--- src/rtl/pattern_pkg.sv ---
// Shared encodings for the pattern-generator bank: scroll modes, bounce states, default colours.
package pattern_pkg;

  localparam int unsigned COORD_W = 10;
  localparam int unsigned COLOR_W = 6;

  typedef enum logic [1:0] {
    MODE_H      = 2'd0,
    MODE_V      = 2'd1,
    MODE_D      = 2'd2,
    MODE_BOUNCE = 2'd3
  } mode_e;

  typedef enum logic {
    ST_FWD = 1'b0,
    ST_REV = 1'b1
  } bounce_st_e;

  localparam logic [COLOR_W-1:0] COLOR_A_DEF = 6'b110000;
  localparam logic [COLOR_W-1:0] COLOR_B_DEF = 6'b000000;

endpackage

--- src/rtl/frame_event_queue.sv ---
// Saturating count of outstanding frame-advance requests; one is retired per consume while non-empty.
module frame_event_queue #(
  parameter int unsigned PEND_W = 4
) (
  input  logic              clk,
  input  logic              rst,
  input  logic              inc,
  input  logic              consume,
  output logic              nonempty,
  output logic [PEND_W-1:0] pend
);

  localparam logic [PEND_W-1:0] PEND_MAX = '1;

  logic take;

  assign nonempty = (pend != '0);
  assign take     = consume && nonempty;

  // Simultaneous inc and take cancel out, so a request is never dropped.
  always_ff @(posedge clk or posedge rst) begin
    if (rst) begin
      pend <= '0;
    end else begin
      case ({inc, take})
        2'b10:   if (pend != PEND_MAX) pend <= pend + PEND_W'(1);
        2'b01:   pend <= pend - PEND_W'(1);
        default: pend <= pend;
      endcase
    end
  end

endmodule

--- src/rtl/scroll_checker_gen.sv ---
// Scrolling two-colour checkerboard with horizontal, vertical, diagonal and bounce modes.
module scroll_checker_gen
  import pattern_pkg::*;
#(
  parameter int unsigned TILE_LOG2  = 4,
  parameter int unsigned OFFSET_W   = 8,
  parameter int unsigned PEND_W     = 4,
  parameter int unsigned BOUNCE_MAX = 128,
  parameter logic [5:0]  COLOR_A    = COLOR_A_DEF,
  parameter logic [5:0]  COLOR_B    = COLOR_B_DEF
) (
  input  logic       clk,
  input  logic       rst,
  input  logic [9:0] x,
  input  logic [9:0] y,
  input  logic       active,
  input  logic       next_frame,
  input  logic [1:0] mode,
  input  logic [2:0] speed,
  output logic [5:0] rgb,
  output logic       dir_rev
);

  localparam logic [OFFSET_W:0]   BMAX_EXT = (OFFSET_W+1)'(BOUNCE_MAX);
  localparam logic [OFFSET_W-1:0] BMAX_OFF = OFFSET_W'(BOUNCE_MAX);

  logic [OFFSET_W-1:0] off_x;
  logic [OFFSET_W-1:0] off_y;
  logic [PEND_W-1:0]   pend;
  mode_e               mode_q;
  bounce_st_e          bst;

  logic                sof;
  logic                nonempty;
  logic                apply;
  mode_e               mode_in;
  logic [OFFSET_W-1:0] s;
  logic [OFFSET_W:0]   fwd_sum;

  assign sof     = (x == 10'd0) && (y == 10'd0);
  assign apply   = sof && nonempty;
  assign mode_in = mode_e'(mode);
  assign s       = OFFSET_W'(speed);
  assign fwd_sum = {1'b0, off_x} + {1'b0, s};
  assign dir_rev = (bst == ST_REV);

  frame_event_queue #(
    .PEND_W (PEND_W)
  ) u_queue (
    .clk      (clk),
    .rst      (rst),
    .inc      (next_frame),
    .consume  (sof),
    .nonempty (nonempty),
    .pend     (pend)
  );

  // Offsets and bounce state change only on a consuming frame start.
  always_ff @(posedge clk or posedge rst) begin
    if (rst) begin
      off_x  <= '0;
      off_y  <= '0;
      mode_q <= MODE_H;
      bst    <= ST_FWD;
    end else if (apply) begin
      mode_q <= mode_in;
      if (mode_in == MODE_BOUNCE && mode_q != MODE_BOUNCE) begin
        off_x <= '0;
        bst   <= ST_FWD;
      end else if (mode_in != MODE_BOUNCE) begin
        bst <= ST_FWD;
        case (mode_in)
          MODE_H:  off_x <= off_x + s;
          MODE_V:  off_y <= off_y + s;
          default: begin
            off_x <= off_x + s;
            off_y <= off_y + s;
          end
        endcase
      end else if (s != '0) begin
        case (bst)
          ST_FWD: begin
            if (fwd_sum >= BMAX_EXT) begin
              off_x <= BMAX_OFF;
              bst   <= ST_REV;
            end else begin
              off_x <= fwd_sum[OFFSET_W-1:0];
            end
          end
          default: begin
            if (off_x <= s) begin
              off_x <= '0;
              bst   <= ST_FWD;
            end else begin
              off_x <= off_x - s;
            end
          end
        endcase
      end
    end
  end

  logic [9:0] sx;
  logic [9:0] sy;
  logic       tile;

  // Zero-latency pixel path; coordinates wrap at 1024.
  assign sx   = x + 10'(off_x);
  assign sy   = y + 10'(off_y);
  assign tile = sx[TILE_LOG2] ^ sy[TILE_LOG2];
  assign rgb  = !active ? 6'd0 : (tile ? COLOR_A : COLOR_B);

endmodule

--- config.mk ---
export PLATFORM = sky130hd
export DESIGN_NAME = scroll_checker_gen
export DESIGN_NICKNAME = d
export VERILOG_FILES = /design/src/rtl/pattern_pkg.sv /design/src/rtl/frame_event_queue.sv /design/src/rtl/scroll_checker_gen.sv
export SDC_FILE = /design/constraint.sdc
export NUM_CORES = 1
export LEC_CHECK = 0
export ABC_AREA = 0
export BUFFER_PORTS_ARGS = -buffer_cell sky130_fd_sc_hd__buf_2
export CORE_MARGIN = 3
export CORE_UTILIZATION = 52
export CTS_BUF_LIST = sky130_fd_sc_hd__clkbuf_8
export DETAILED_ROUTE_END_ITERATION = 10
export GPL_ROUTABILITY_DRIVEN = 0
export PLACE_DENSITY = 0.85
export SYNTH_ARGS = -nofsm -noshare
export SYNTH_HDL_FRONTEND = slang
export SYNTH_SLANG_ARGS = --single-unit
--- constraint.sdc ---
create_clock -name clk -period 2.47 [get_ports clk]
set_input_delay 0.494 -clock clk [delete_from_list [all_inputs] [get_ports clk]]
set_output_delay 0.494 -clock clk [all_outputs]
set_load 0.005 [all_outputs]
# Word-level counts from Yosys, hierarchy flattened
# Index checks and enable logic that the tools add are counted.
dict set report word_totals {
  ram_bits 0
  reg_bits 23
  out_inout_bits 7
  latchBits 0
  wordCells 58
  romBits 0
  n_memories 0
}
dict set report op_classes {
  addsub 8
  n_eq_ne 9
  muxes 17
  n_shift 0
  n_bitwise 3
  reduce_logical 14
  div 0
  mul 0
  magnitude_cmp 2
}
# operator n
set op_table {}
lappend op_table {{two-way mux 8 bit} 7}
lappend op_table {{logical NOT 10 bit} 2}
lappend op_table {{adder 8 x 3 -> 8 bit} 2}
lappend op_table {{two-way mux 6 bit} 2}
lappend op_table {{adder 5 bit} 2}
lappend op_table {{adder 8 x 3 -> 9 bit} 1}
lappend op_table {{>= comparator 9 x 8 -> 1 bit (second input constant)} 1}
lappend op_table {{less-or-equal comparator 8 x 3 -> 1 bit} 1}
lappend op_table {{one-hot mux 4 bit (2 select lines)} 1}
lappend op_table {{nonzero test 8 bit} 1}
lappend op_table {{subtractor 8 x 3 -> 8 bit} 1}
lappend op_table {{two-way mux 1 bit} 6}
lappend op_table {{adder 4 x 1 -> 4 bit (second input constant)} 1}
lappend op_table {{== test 2 x 1 -> 1 bit (second input constant)} 2}
lappend op_table {{== test 2 bit (second input constant)} 2}
lappend op_table {{two-way mux 4 bit} 1}
lappend op_table {{inequality test 2 bit (second input constant)} 2}
lappend op_table {{inequality test 4 bit (second input constant)} 1}
lappend op_table {{AND reduction 2 bit} 2}
lappend op_table {{AND reduction 4 bit} 1}
lappend op_table {{nonzero test 4 bit} 1}
lappend op_table {{subtractor 4 x 1 -> 4 bit (second input constant)} 1}
lappend op_table {{logical AND 1 bit} 3}
lappend op_table {{inequality test 3 bit (second input constant)} 1}
lappend op_table {{7 further kinds} 8}

# Depth between registers and ports, before layout
dict set report depth {
  word_depth 7
  depth_mapped 10
  mapped_depth_nobuf 10
}

# Hierarchy
# A second synthesis with hierarchy kept.
dict set report unflattened {
  cells_unflattened 244
  hier_area_um2 2049.5
}
# module area_each_um2 cells_per_inst seq_area_each_um2 instances
set modules_own_cells {}
lappend modules_own_cells {scroll_checker_gen 1730.4 212 400.4 1}
lappend modules_own_cells {frame_event_queue 319.1 32 100.1 1}

# Worst setup path after synthesis
# OpenSTA, ideal clock, no wires.
dict set report synth_path {
  path_kind {input to register}
  startpoint {input port x[1]}
  endpoint {register u_queue.pend[3]}
  slack_ps -128
  path_stages 10
  t_arrival_ps 2467
  required_ps 2340
  setup_time_ps 130
  path_cell_list {nor4_1 nand4_1 or3_1 inv_1 ha_1 a21o_1 a21oi_1 nor2_1 a221oi_1 a21oi_1}
}
dict set report synth_between {
  elab_chain_cells 6
}
# item line
set synth_lines {}
lappend synth_lines {{start: declaration} scroll_checker_gen.sv:14} ;# input logic [9:0] x,
lappend synth_lines {{logical NOT 10 bit (*)} scroll_checker_gen.sv:40} ;# assign sof = (x == 10'd0) && (y == 10'd0);
lappend synth_lines {{logical AND 1 bit (*)} scroll_checker_gen.sv:40}
lappend synth_lines {{logical AND 1 bit (*)} frame_event_queue.sv:18} ;# assign take = consume && nonempty;
lappend synth_lines {{== test 2 bit / == test 2 x 1 -> 1 bit (equally long branches)} frame_event_queue.sv:25} ;# case ({inc, take})
lappend synth_lines {{inequality test 2 x 1 -> 1 bit (no line) / nonzero test 2 bit (equally long branches)} --}
lappend synth_lines {{AND reduction 2 bit (no line)} --}
lappend synth_lines {{end signal: assignment} frame_event_queue.sv:26} ;# 2'b10: if (pend != PEND_MAX) pend <= pend + PEND_W'(1);
lappend synth_lines {{end signal: assignment} frame_event_queue.sv:27} ;# 2'b01: pend <= pend - PEND_W'(1);
lappend synth_lines {{end signal: assignment} frame_event_queue.sv:28} ;# default: pend <= pend;
lappend synth_lines {{end: declaration} frame_event_queue.sv:10} ;# output logic [PEND_W-1:0] pend
# Mark *: on every way between the ends. The rest lies on a longest branch, timed or not.
# A chain may end at the register's enable or synchronous reset.

# Worst setup path in the final report
dict set report layout_path {
  startpoint {input port speed[1]}
  endpoint {register off_x[1]}
}
dict set report layout_between {
  elab_chain_cells 7
}
# item line
set layout_lines {}
lappend layout_lines {{start: declaration} scroll_checker_gen.sv:19} ;# input logic [2:0] speed,
lappend layout_lines {{adder 8 x 3 -> 9 bit} scroll_checker_gen.sv:44} ;# assign fwd_sum = {1'b0, off_x} + {1'b0, s};
lappend layout_lines {{>= comparator 9 x 8 -> 1 bit} scroll_checker_gen.sv:83} ;# if (fwd_sum >= BMAX_EXT) begin
lappend layout_lines {{two-way mux 8 bit} scroll_checker_gen.sv:83}
lappend layout_lines {{two-way mux 8 bit} scroll_checker_gen.sv:81} ;# case (bst)
lappend layout_lines {{two-way mux 8 bit} scroll_checker_gen.sv:80} ;# end else if (s != '0) begin
lappend layout_lines {{two-way mux 8 bit} scroll_checker_gen.sv:70} ;# end else if (mode_in != MODE_BOUNCE) begin
lappend layout_lines {{two-way mux 8 bit} scroll_checker_gen.sv:67} ;# if (mode_in == MODE_BOUNCE && mode_q != MODE_BOUNCE) begin
lappend layout_lines {{end signal: assignment} scroll_checker_gen.sv:73} ;# MODE_H: off_x <= off_x + s;
lappend layout_lines {{end signal: assignment} scroll_checker_gen.sv:76} ;# off_x <= off_x + s;
lappend layout_lines {{end signal: assignment} scroll_checker_gen.sv:87} ;# off_x <= fwd_sum[OFFSET_W-1:0];
lappend layout_lines {{end: declaration} scroll_checker_gen.sv:27} ;# logic [OFFSET_W-1:0] off_x;
# Parallel ways exist; a longest one is shown, timed or not. The select of a mux whose other input is x is not followed.

==> impl_metrics.yaml <==
status:
  run_status: "finished, violations left"
  failed_checks: "negative setup slack"
timing:
  rsz0062_at_grt: "yes"
  whs_ns: 0.3723
  finalCritPeriodShare: 1.017
  slew_headroom: 0.4493
  setup_ws_ns: -0.04190
  fin_skew_ns: 0.004111
  hold_viol: 0
  worst_pin_slew_ns: 0.8252
  slew_viol_final: 0
  finalSetupViolations: 3
  min_period_ns: 2.512
  fmax_mhz: 398.1
placement:
  port-buffer-count: 31
  placed_area_mm2: 0.002374
  dpl_worst_slack_ns: -0.2505
  hpwl_um: 3788
finish:
  synthToLayoutAreaGrowth_pct: 33.14
  final_area_mm2: 0.002549
  post_route_cells_drive_above_1_share: 0.3589
  layout.nets: 338
  mostFrequentLayoutCell: "buf_4"
  final_cell_mix: "buf_4 (38), buf_2 (30), nand2_1 (20)"
  antenna_cells: 0
  utilization: 0.7405
cts:
  cts_max_path_buffers: 2
  clk_latency_ns: 0.27
  clkTransAtPathRegs_ns: 0.08
  cts.htree.levels: 1
  numCtsBuffers: 3
  cts_tree: "done"
  clock-root-buffer: "clkbuf_8"
  cts.sinks: 20
synth:
  synth_async_sr_flop_share: 1.000
  yosys_register_bits: 20
  synthCells: 223
  synth_edf_count: 0
  ys.warnings.count: 0
  ys_seq_area_frac: 0.2614
  synth.distinct_cells: 57
  synth_ff_type: "dfrtp_1"
  syn_area_mm2: 0.001914
  syn_area_per_cell_um2: 8.584
drt:
  drc: 0
  avgViaCountPerCell: 5.991
  ant_nets: 0
  first_pass_iters: 5
  wl_per_cell_um: 16.51
  first_iter_violations: 156
  num_vias: 1995
  routed_wl_um: 5498
grt:
  gr-total-overflow: 0
  globalRouteTotalUtil: 0.2305
  grt_pass1_wl_um: 7790
  grt_max_degree: 21
  grt_pass1_vias: 1785
  antenna_found_initial: 0
flow_run:
  cap_violations: 0
setup_path:
  worst_setup_path_end_kind: "register"
  crit_path_top_delay_cell: "or3b_4"
  startpoint_type: "primary input"
  critical_path_arrival_ns: 2.66
  crit_fanout: 5
  path_class: "in2reg"
  slowest_delay_ns: 0.41
  required_ns: 2.62
  crit_path_cell_trace: "buf_2 -> clkinvlp_4 -> ha_4 -> or3b_4 -> a31oi_4 -> mux2i_2 -> o21a_1 -> a2bb2oi_1 -> a21oi_1"
floorplan:
  fp-row-count: 21
  fp.dieH_um: 66.68
  initial_core_util: 0.5562
  die_w_um: 66.68
  core_mm2: 0.003442
  die-area_mm2: 0.004446
  io_pins: 36
power:
  powerDensity_mw_per_mm2: 403.3
  leakage_nw: 1.169
  vdd_drop_max_mv: 0.6393
  power_w: 0.001028
worst_hold_path:
  hp-class: "in2async"
[per-stage QoR]
step,instances,TNS (ns)
2_1_floorplan,226,-0.02838
3_3_place_gp,323,-0.4597
3_5_place_dp,323,-0.8706
4_1_cts,327,0
5_1_grt,333,-0.4970
6_report,333,-0.08831
[per-layer routing]
layer / vias up / global-route usage / share of wire
li1: 926 / - / -
met1: 942 / 0.2993 / 0.40
met2: 102 / 0.3936 / 0.49
met3: 25 / 0.02867 / 0.073
met4: 0 / 0.07614 / 0.037
met5: - / 0 / 0
[power by group]
group	internal, W	switching [W]	leakage (nW)
Sequential	0.000361	0.0000442	0.265
Combinational	0.000188	0.000171	0.875
Clock	0.000142	0.000122	0.0288
[sequential cells by signal, indices dropped and copies added, names as in the netlist]
name and count:
dir_rev 1, off_y 5, mode_q 2, u_queue.pend 4, off_x 8
[cells by family after synthesis]
kind of cell,count (synthesis),synth area share
other,1,0.001959
buffers and inverters,27,0.06731
adders and majority gates,21,0.1529
DFF,20,0.2614
AOI/OAI and AO/OA,58,0.2157
xor gates and xnor gates,14,0.06405
and+or+nand+nor,76,0.2026
muxes,6,0.03399
[cell type report]
class	instances	area, um^2
multi-input cells	179	1424
repair buffers	69	446.7
fillers	246	893.4
inverters	15	62.56
flip-flops and latches	20	503.0
clock buffers	4	55.05
well taps	46	57.56
[worst max-delay path: cells and delay by family]
family,cells,cell delay [ns]
muxes,1,0.37
and+or+nand+nor,1,0.41
buffers and inverters,2,0.28
AOI/OAI and AO/OA,4,0.84
adders and majority gates,1,0.27
[synth_stat cells (all sizes together) (2+ instances only)]
library cell	number	area [um^2]
xor2	4	35.03
inv	15	56.30
ha	17	212.7
fa	4	80.08
a211oi	2	27.53
xnor2	10	87.58
nor2	19	71.32
o221ai	3	26.28
or3	2	12.51
dfrtp	20	500.5
nor2b	6	40.04
nand4	2	12.51
nor4	6	37.54
buf	8	57.55
nand2b	5	31.28
nand2	20	75.07
mux2	4	45.04
a21oi	16	80.08
and2	2	12.51
a31oi	4	31.28
clkbuf	4	15.01
o211ai	2	15.01
or4	2	18.77
nand3	3	15.01
mux2i	2	20.02
a21o	3	22.52
nor3	4	20.02
a211o	2	17.52
o21ai	9	45.04
o21a	3	22.52
[worst paths after layout]
| check | from | to | slack (ns) | cells past startpoint |
|---|---|---|---|---|
| worst min-delay path | rst | mode_q[1] | 0.37 | 2 |
| min in group clk | off_y[3] | off_y[3] | 0.51 | 1 |
| max in group asynchronous | rst | off_x[3] | 1.53 | 2 |
| worst max-delay path | speed[1] | off_x[1] | -0.04 | 9 |
| worst max register to register | off_x[0] | off_x[1] | 0 | 10 |
| worst min register to register | off_y[3] | off_y[3] | 0.51 | 1 |
[what timing repair did]
action                                 CTS  global route
endpoints found under the hold margin    0             0
setup endpoints to repair                0             5
resized for setup                        0            16
hold buffers                             0             0
setup buffers                            0             6
No activity file was read; power rests on OpenSTA's default activity.
